==> config.mk <==
export PLATFORM = sky130hd
export DESIGN_NAME = seg_scan_mux
export DESIGN_NICKNAME = d
export VERILOG_FILES = /design/src/rtl/seg_scan_mux.sv
export SDC_FILE = /design/constraint.sdc
export NUM_CORES = 1
export LEC_CHECK = 0
export BUFFER_PORTS_ARGS = -buffer_cell sky130_fd_sc_hd__buf_4
export CAP_MARGIN = 20
export CORE_MARGIN = 2
export CORE_UTILIZATION = 30
export CTS_BUF_LIST = sky130_fd_sc_hd__clkbuf_4 sky130_fd_sc_hd__clkbuf_8
export DETAILED_ROUTE_END_ITERATION = 10
export PLACE_DENSITY = 0.52
export SLEW_MARGIN = 20
export SYNTH_ARGS = -nofsm -noshare
export SYNTH_HDL_FRONTEND = slang
export SYNTH_SLANG_ARGS = --single-unit
==> constraint.sdc <==
create_clock -name clk_i -period 3 [get_ports clk_i]
set_input_delay 0.6 -clock clk_i [delete_from_list [all_inputs] [get_ports clk_i]]
set_output_delay 0.6 -clock clk_i [all_outputs]
set_load 0.02 [all_outputs]
==> src/rtl/seg_scan_mux.sv <==
// Time-multiplexed hex display scanner: prescaler-paced digit rotation with a frame-synchronous shadow register.
// Optional leading-zero blanking is compiled in when SEG_LZ_BLANK_EN is defined.
module seg_scan_mux #(
  parameter int NUM_DIGITS = 4,
  parameter int CLK_DIV    = 50000
) (
  input  logic                    clk_i,
  input  logic                    rst_n_i,
  input  logic                    en_i,
  input  logic [4*NUM_DIGITS-1:0] value_i,
  input  logic                    load_i,
  output logic [3:0]              code_led_o,
  output logic [NUM_DIGITS-1:0]   digit_sel_o,
  output logic                    frame_o
);

  localparam int CW = (CLK_DIV > 2) ? $clog2(CLK_DIV) : 1;
  localparam int IW = $clog2(NUM_DIGITS);

  logic [CW-1:0]             cnt_q, cnt_d;
  logic [IW-1:0]             idx_q, idx_d;
  logic [4*NUM_DIGITS-1:0]   shadow_q, shadow_d;
  logic [4*NUM_DIGITS-1:0]   active_q, active_d;
  logic                      pending_q, pending_d;
  logic                      wrap_q, wrap_d;
  logic [3:0]                code_q, code_d;
  logic [NUM_DIGITS-1:0]     sel_q, sel_d;
  logic                      frame_q, frame_d;
  logic                      tick;
  logic                      wrap;
`ifdef SEG_LZ_BLANK_EN
  logic                      zero_above;
  logic                      blank;
`endif

  always_comb begin
    cnt_d     = cnt_q;
    idx_d     = idx_q;
    shadow_d  = shadow_q;
    active_d  = active_q;
    pending_d = pending_q;
    tick      = en_i && (cnt_q == CW'(CLK_DIV - 1));
    wrap      = tick && (idx_q == IW'(NUM_DIGITS - 1));
    wrap_d    = wrap;

    if (en_i) begin
      cnt_d = tick ? '0 : CW'(cnt_q + 1'b1);
    end
    if (tick) begin
      idx_d = wrap ? '0 : IW'(idx_q + 1'b1);
    end

    // Apply consumes the old shadow; a coincident load then re-arms pending.
    if (wrap && pending_q) begin
      active_d  = shadow_q;
      pending_d = 1'b0;
    end
    if (load_i) begin
      shadow_d  = value_i;
      pending_d = 1'b1;
    end
  end

  always_comb begin
    code_d = 4'h0;
    for (int k = 0; k < NUM_DIGITS; k++) begin
      if (idx_q == IW'(k)) code_d = active_q[4*k +: 4];
    end
    sel_d   = en_i ? ~(NUM_DIGITS'(1) << idx_q) : '1;
    frame_d = wrap_q && en_i;
`ifdef SEG_LZ_BLANK_EN
    zero_above = 1'b1;
    blank      = 1'b0;
    for (int k = NUM_DIGITS - 1; k > 0; k--) begin
      zero_above = zero_above && (active_q[4*k +: 4] == 4'h0);
      if (idx_q == IW'(k) && zero_above) blank = 1'b1;
    end
    if (blank) sel_d = '1;
`endif
  end

  always_ff @(posedge clk_i or negedge rst_n_i) begin
    if (!rst_n_i) begin
      cnt_q     <= '0;
      idx_q     <= '0;
      shadow_q  <= '0;
      active_q  <= '0;
      pending_q <= 1'b0;
      wrap_q    <= 1'b0;
      code_q    <= 4'h0;
      sel_q     <= '1;
      frame_q   <= 1'b0;
    end else begin
      cnt_q     <= cnt_d;
      idx_q     <= idx_d;
      shadow_q  <= shadow_d;
      active_q  <= active_d;
      pending_q <= pending_d;
      wrap_q    <= wrap_d;
      code_q    <= code_d;
      sel_q     <= sel_d;
      frame_q   <= frame_d;
    end
  end

  assign code_led_o  = code_q;
  assign digit_sel_o = sel_q;
  assign frame_o     = frame_q;

endmodule

==> impl_metrics.py, run 1 <==
metrics = {
    "worst_setup_path": {
        "path_buf_inv": 1,
        "slowest_delay_ps": 570,
        "start_kind": "register",
        "reg2reg_depth": 5,
        "r2r_end": "active_q[3]",
        "worstPathRequired_ps": 3220,
        "critical_path_class": "reg2reg",
        "critPathArrivalTime_ps": 2370,
        "crit_path_top_delay_cell": "or4b_4",
        "end_kind": "register",
        "worstPathMaxFanout": 16,
        "crit_chain": "or4b_4 -> nor4_4 -> and3_1 -> buf_4 -> mux2_2",
        "reg2reg_from": "cnt_q[7]",
        "rrSetupSlack_ps": 850,
        "path_delay_family": "simple AND/OR/NAND/NOR gates",
    },
    "die": {
        "die_w_microns": 96.3,
        "die_y_microns": 96.3,
        "num_rows": 33,
        "fp.coreArea_sq_um": 8220,
        "die_area_sq_um": 9270,
        "io_pins": 29,
        "start_util_pct": 31.1,
    },
    "min_path": {
        "hold_class": "in2async",
    },
    "power_and_ir_drop": {
        "power_density_nw_per_um2": 619,
        "p_leak_nw": 1.44,
        "vdd_drop_max_v": 0.000227,
    },
    "synth": {
        "synth_seq_area_share_pct": 60.0,
        "synth-seq-cells": 61,
        "synth.top_cell.area_share_pct": 55.9,
        "synth_edf_count": 0,
        "synth_async_sr_flop_share_pct": 100,
        "synth_area_leaders": "dfrtp_1 (56%), mux2_2 (9.3%), mux2_1 (5.3%), dfstp_2 (4.1%), ha_1 (2.4%)",
        "synth.distinct_cells": 34,
        "synth_area_per_cell_sq_um": 13.1,
        "syn_area_sq_um": 2550,
        "synthCells": 195,
        "syn_nets": 220,
        "yosys_warnings": 0,
        "synth-main-ff-cell": "dfrtp_1",
        "synth_area_leader_cell": "dfrtp_1",
    },
    "cts": {
        "worstSkewPairLatency_ps": 340,
        "tritoncts": "yes",
        "cts_sinks": 61,
        "clk_pin_slew_ps": 70,
        "clock_path_buffers": 2,
        "cts_root_buf": "clkbuf_8",
        "htree_levels": 3,
        "holdBufCountCts": 0,
        "post_cts_resized": 0,
        "numCtsBuffers": 9,
        "post-cts-setup-buffer-count": 0,
    },
    "route": {
        "wire_per_inst_microns": 13.6,
        "first_pass_iters": 4,
        "routed_wirelength_mm": 4.58,
        "drt_iter0_markers": 93,
        "ant_nets": 0,
        "drc": 0,
        "via_per_inst": 4.63,
        "vias": 1560,
    },
    "timing": {
        "tns_ps": 0,
        "post-route-min-period_ps": 2150,
        "max_slew.worst_pin.slew_ps": 769,
        "fin_skew_ps": 9.89,
        "timing.fmax_mhz": 465,
        "timing.hold.ws_ps": 316,
        "slew_viol_final": 0,
        "hold_viol": 0,
        "slew_headroom_pct": 48.7,
        "grt_setup_unrepaired": "false",
        "finalCritPeriodShare_pct": 71.7,
        "setup_viol": 0,
    },
    "layout": {
        "final_nets": 252,
        "drive_gt1_share_pct": 31.5,
        "area_growth_pct": 20.9,
        "diodes": 0,
        "layout_common_cells": "dfrtp_1 (57), buf_4 (30), mux2_2 (21)",
        "layout_commonest_cell": "dfrtp_1",
        "post-route-cell-area_sq_um": 3090,
    },
    "run": {
        "maxCapViolations": 0,
    },
    "grt": {
        "antenna_found_initial": 0,
        "overflow": 0,
        "grt_pass1_wl_mm": 7.71,
        "grt_pass1_vias": 1517,
        "grt.total_usage_pct": 11.2,
        "grt_max_degree": 62,
    },
    "place": {
        "io_buffer_count": 28,
        "hpwlAfterDp_mm": 3.07,
        "placed_area_sq_um": 2860,
        "place_congestion": 0.713,
    },
    "run_status": {
        "status": "finished, final reports clean",
    },
}
-- state kept, by name (all words and copies together), names as in the netlist --
name / count
frame_o: 1
cnt_q: 16
shadow_q: 16
pending_q: 1
idx_q: 2
digit_sel_o: 4
code_led_o: 4
wrap_q: 1
active_q: 16
-- synthesized netlist by cell type (all sizes together) (2+ instances only) --
library cell  instances
nand4                 4
xnor2                 6
o31ai                 3
nand3                 7
and4                  4
ha                    5
xor2                  5
clkbuf                5
inv                   4
nor2b                 5
and3                  2
dfrtp                57
mux2                 33
a221oi                3
buf                   4
o21ai                 6
or3                   2
nor2                  7
a21oi                 4
dfstp                 4
nand2                16
-- worst reg2reg max path, stage by stage (launching register included) --
cell	delay, ps
dfrtp_1	430
or4b_4	570
nor4_4	240
and3_1	180
buf_4	250
mux2_2	370
-- through the flow --
step | utilization (%) | instances | worst slack (ps) | total power [W]
floorplan | - | 195 | 856 | 0.00105
global placement | 34.9 | 321 | 843 | 0.00112
detailed placement | 34.9 | 321 | 812 | 0.00112
CTS | 37.6 | 337 | 840 | 0.00194
global route | 37.6 | 337 | 747 | 0.00202
finish | 37.6 | 337 | 849 | 0.00191
-- cell type report --
| class | instances | area, sq um |
|---|---|---|
| fillers | 785 | 5130 |
| clock buffers | 9 | 124 |
| inverters | 4 | 15.0 |
| flip-flops and latches | 61 | 1530 |
| multi-input cells | 121 | 961 |
| well taps | 105 | 131 |
| repair buffers | 30 | 225 |
| clock inverters | 7 | 98.8 |
-- routing by layer --
metal  GRT usage (%)  share of wire [%]  up-vias
li1                -                  -      751
met1            15.5                 51      775
met2            15.5                 42       26
met3            4.23                4.6        8
met4            5.00                2.0        0
met5               0                  0        -
-- power breakdown --
group | internal [W] | switching, W | total [W]
Sequential | 0.000889 | 0.0000637 | 0.000952
Clock | 0.000471 | 0.000335 | 0.000807
Combinational | 0.0000825 | 0.0000700 | 0.000152
-- cells by family after synthesis --
kind of cell    synth area share (%)
flops                           60.0
simple gates                    12.1
mux                             14.6
compound gates                  4.75
buf+inv                         2.40
xor+xnor                        3.77
fa+ha+maj                       2.45
-- worst max-delay path by stage --
stage	start	end	slack, ps	cells past startpoint
final	cnt_q[7]	active_q[3]	850	5
after global routing	cnt_q[0]	active_q[3]	750	6
after CTS	cnt_q[7]	active_q[3]	840	5
after detailed placement	en_i	active_q[1]	810	6
after global placement	en_i	active_q[2]	840	6
after floorplan	cnt_q[7]	active_q[10]	860	6
No activity file was read; power rests on OpenSTA's default activity.
==> inputs of run 2 (changes only) <==
==> constraint.sdc (replaced) <==
create_clock -name clk_i -period 2.2 [get_ports clk_i]
set_input_delay 0.44 -clock clk_i [delete_from_list [all_inputs] [get_ports clk_i]]
set_output_delay 0.44 -clock clk_i [all_outputs]
set_load 0.02 [all_outputs]
==> run 2 against run 1 <==
  * Non-clock buffer count rose by 4
  * Sequential cell count is the same
  * Count of clock-buffer cells in the layout rose by 3
  * Sequential power rose by 36%
  * Final cell count grew 1.2%
  * Sequential share of layout area is 0.32 points lower
  * Via count decreased by 2.1%
  * Critical path depth did not move
  * First-iteration DRC count shrank 15%
  * Hold slack got worse by 160 ps
  * Utilization up 0.24 points
==> impl_metrics.py, run 2 (synthesis results as in run 1) <==
metrics = {
    "place": {
        "hpwlAfterDp_mm": 3.08,
        "io_buffer_count": 28,
        "place_congestion": 0.728,
    },
    "route": {
        "drt_iter0_markers": 79,
        "via_per_inst": 4.48,
        "wire_per_inst_microns": 13.4,
        "drc": 0,
        "first_pass_iters": 5,
        "vias": 1528,
        "ant_nets": 0,
        "routed_wirelength_mm": 4.58,
    },
    "grt": {
        "grt.total_usage_pct": 11.5,
        "antenna_found_initial": 0,
        "grt_max_degree": 62,
        "grt_pass1_wl_mm": 8.04,
        "overflow": 0,
        "grt_pass1_vias": 1620,
    },
    "timing": {
        "slew_headroom_pct": 49.2,
        "post-route-min-period_ps": 2040,
        "finalCritPeriodShare_pct": 92.7,
        "slew_viol_final": 0,
        "max_slew.worst_pin.slew_ps": 763,
        "tns_ps": 0,
        "grt_setup_unrepaired": "false",
        "setup_viol": 0,
        "hold_viol": 0,
        "fin_skew_ps": 8.18,
        "timing.fmax_mhz": 490,
    },
    "cts": {
        "numCtsBuffers": 9,
        "clk_pin_slew_ps": 70,
        "holdBufCountCts": 0,
        "worstSkewPairLatency_ps": 330,
        "htree_levels": 3,
        "post_cts_resized": 0,
        "clock_path_buffers": 2,
        "cts_sinks": 61,
        "tritoncts": "yes",
        "cts_root_buf": "clkbuf_8",
        "post-cts-setup-buffer-count": 0,
    },
    "worst_setup_path": {
        "cp.depth": 5,
        "reg2reg_depth": 5,
        "cp-endpoint": "active_q[15]",
        "critPathArrivalTime_ps": 2250,
        "path_delay_family": "simple AND/OR/NAND/NOR gates",
        "r2r_end": "active_q[15]",
        "startpoint": "cnt_q[11]",
        "end_kind": "register",
        "reg2reg_from": "cnt_q[11]",
        "crit_chain": "or4b_4 -> nor4_4 -> and3_1 -> buf_12 -> mux2_1",
        "crit_path_top_delay_cell": "or4b_4",
        "start_kind": "register",
        "worstPathRequired_ps": 2410,
        "rrSetupSlack_ps": 160,
        "worstPathMaxFanout": 16,
        "slowest_delay_ps": 540,
        "path_buf_inv": 1,
        "critical_path_class": "reg2reg",
    },
    "layout": {
        "area_growth_pct": 21.7,
        "layout_commonest_cell": "dfrtp_1",
        "layout_common_cells": "dfrtp_1 (57), buf_4 (33), mux2_2 (21)",
        "final_nets": 256,
        "diodes": 0,
        "biggestRegsByFlops": "active_q: 16 flops, cnt_q: 16 flops, shadow_q: 16 flops",
        "drive_gt1_share_pct": 32.6,
        "nFillCells": 774,
        "seqCellArea_sq_um": 1530,
        "multi_input_area_sq_um": 961,
    },
    "power_and_ir_drop": {
        "p_leak_nw": 1.46,
        "total_power_w": 0.00251,
        "vdd_drop_max_v": 0.000341,
        "power_density_nw_per_um2": 808,
    },
    "min_path": {
        "hold_class": "in2async",
    },
    "die": {
        "num_rows": 33,
        "die_area_sq_um": 9270,
        "io_pins": 29,
        "start_util_pct": 31.1,
        "die_y_microns": 96.3,
        "die_w_microns": 96.3,
        "fp.coreArea_sq_um": 8220,
    },
    "run_status": {
        "status": "finished, final reports clean",
    },
    "run": {
        "maxCapViolations": 0,
    },
}
[run 2: changes by cell type in the layout (fill, tap and decap cells not counted)]
cell	change
buf_4	+3
clkbuf_4	+2
clkinv_4	-2
buf_12	+1
bufinv_16	-1
clkbuf_8	+1
clkinv_2	+1
inv_6	-1
[run 2: metrics by stage]
step | std cells | utilization (%) | setup WS [ps] | hold WS, ps | cell area, sq um
after global routing | 341 | 37.8 | 75.0 | 239 | 3110
final | 341 | 37.8 | 160 | 160 | 3110
after detailed placement | 325 | 35.4 | 182 | 458 | 2910
after CTS | 341 | 37.8 | 150 | 213 | 3110
after floorplan | 195 | - | 56.1 | 144 | 2550
after global placement | 325 | 35.4 | 191 | 447 | 2910
[run 2: cell type report]
cell class	instances	area share (%)
Timing Repair Buffer	34	8.62
Multi-Input combinational cell	121	30.9
Clock buffer	12	4.91
Sequential cell	61	49.3
Tap cell	105	4.23
Clock inverter	4	1.53
Inverter	4	0.483
[run 2: worst min path at each step]
stage | from | end
after floorplan | rst_n_i | active_q[0]
after global placement | wrap_q | frame_o
after detailed placement | wrap_q | frame_o
after CTS | rst_n_i | cnt_q[8]
after global routing | rst_n_i | cnt_q[8]
final | rst_n_i | cnt_q[8]
[run 2: routing by layer]
metal	vias to the layer above	wire length [microns]	global-route usage, %
met4	0	74	5.36
met3	7	177	3.45
met1	745	2400	16.5
met5	-	0	0
met2	22	1930	15.9
li1	754	-	-
[run 2: where the power goes]
part | total (W) | internal [W] | switching (W)
registers | 0.00129 | 0.00121 | 0.0000812
clock network | 0.000996 | 0.000576 | 0.000420
logic | 0.000220 | 0.000122 | 0.0000980
total | 0.00251 | 0.00191 | 0.000599
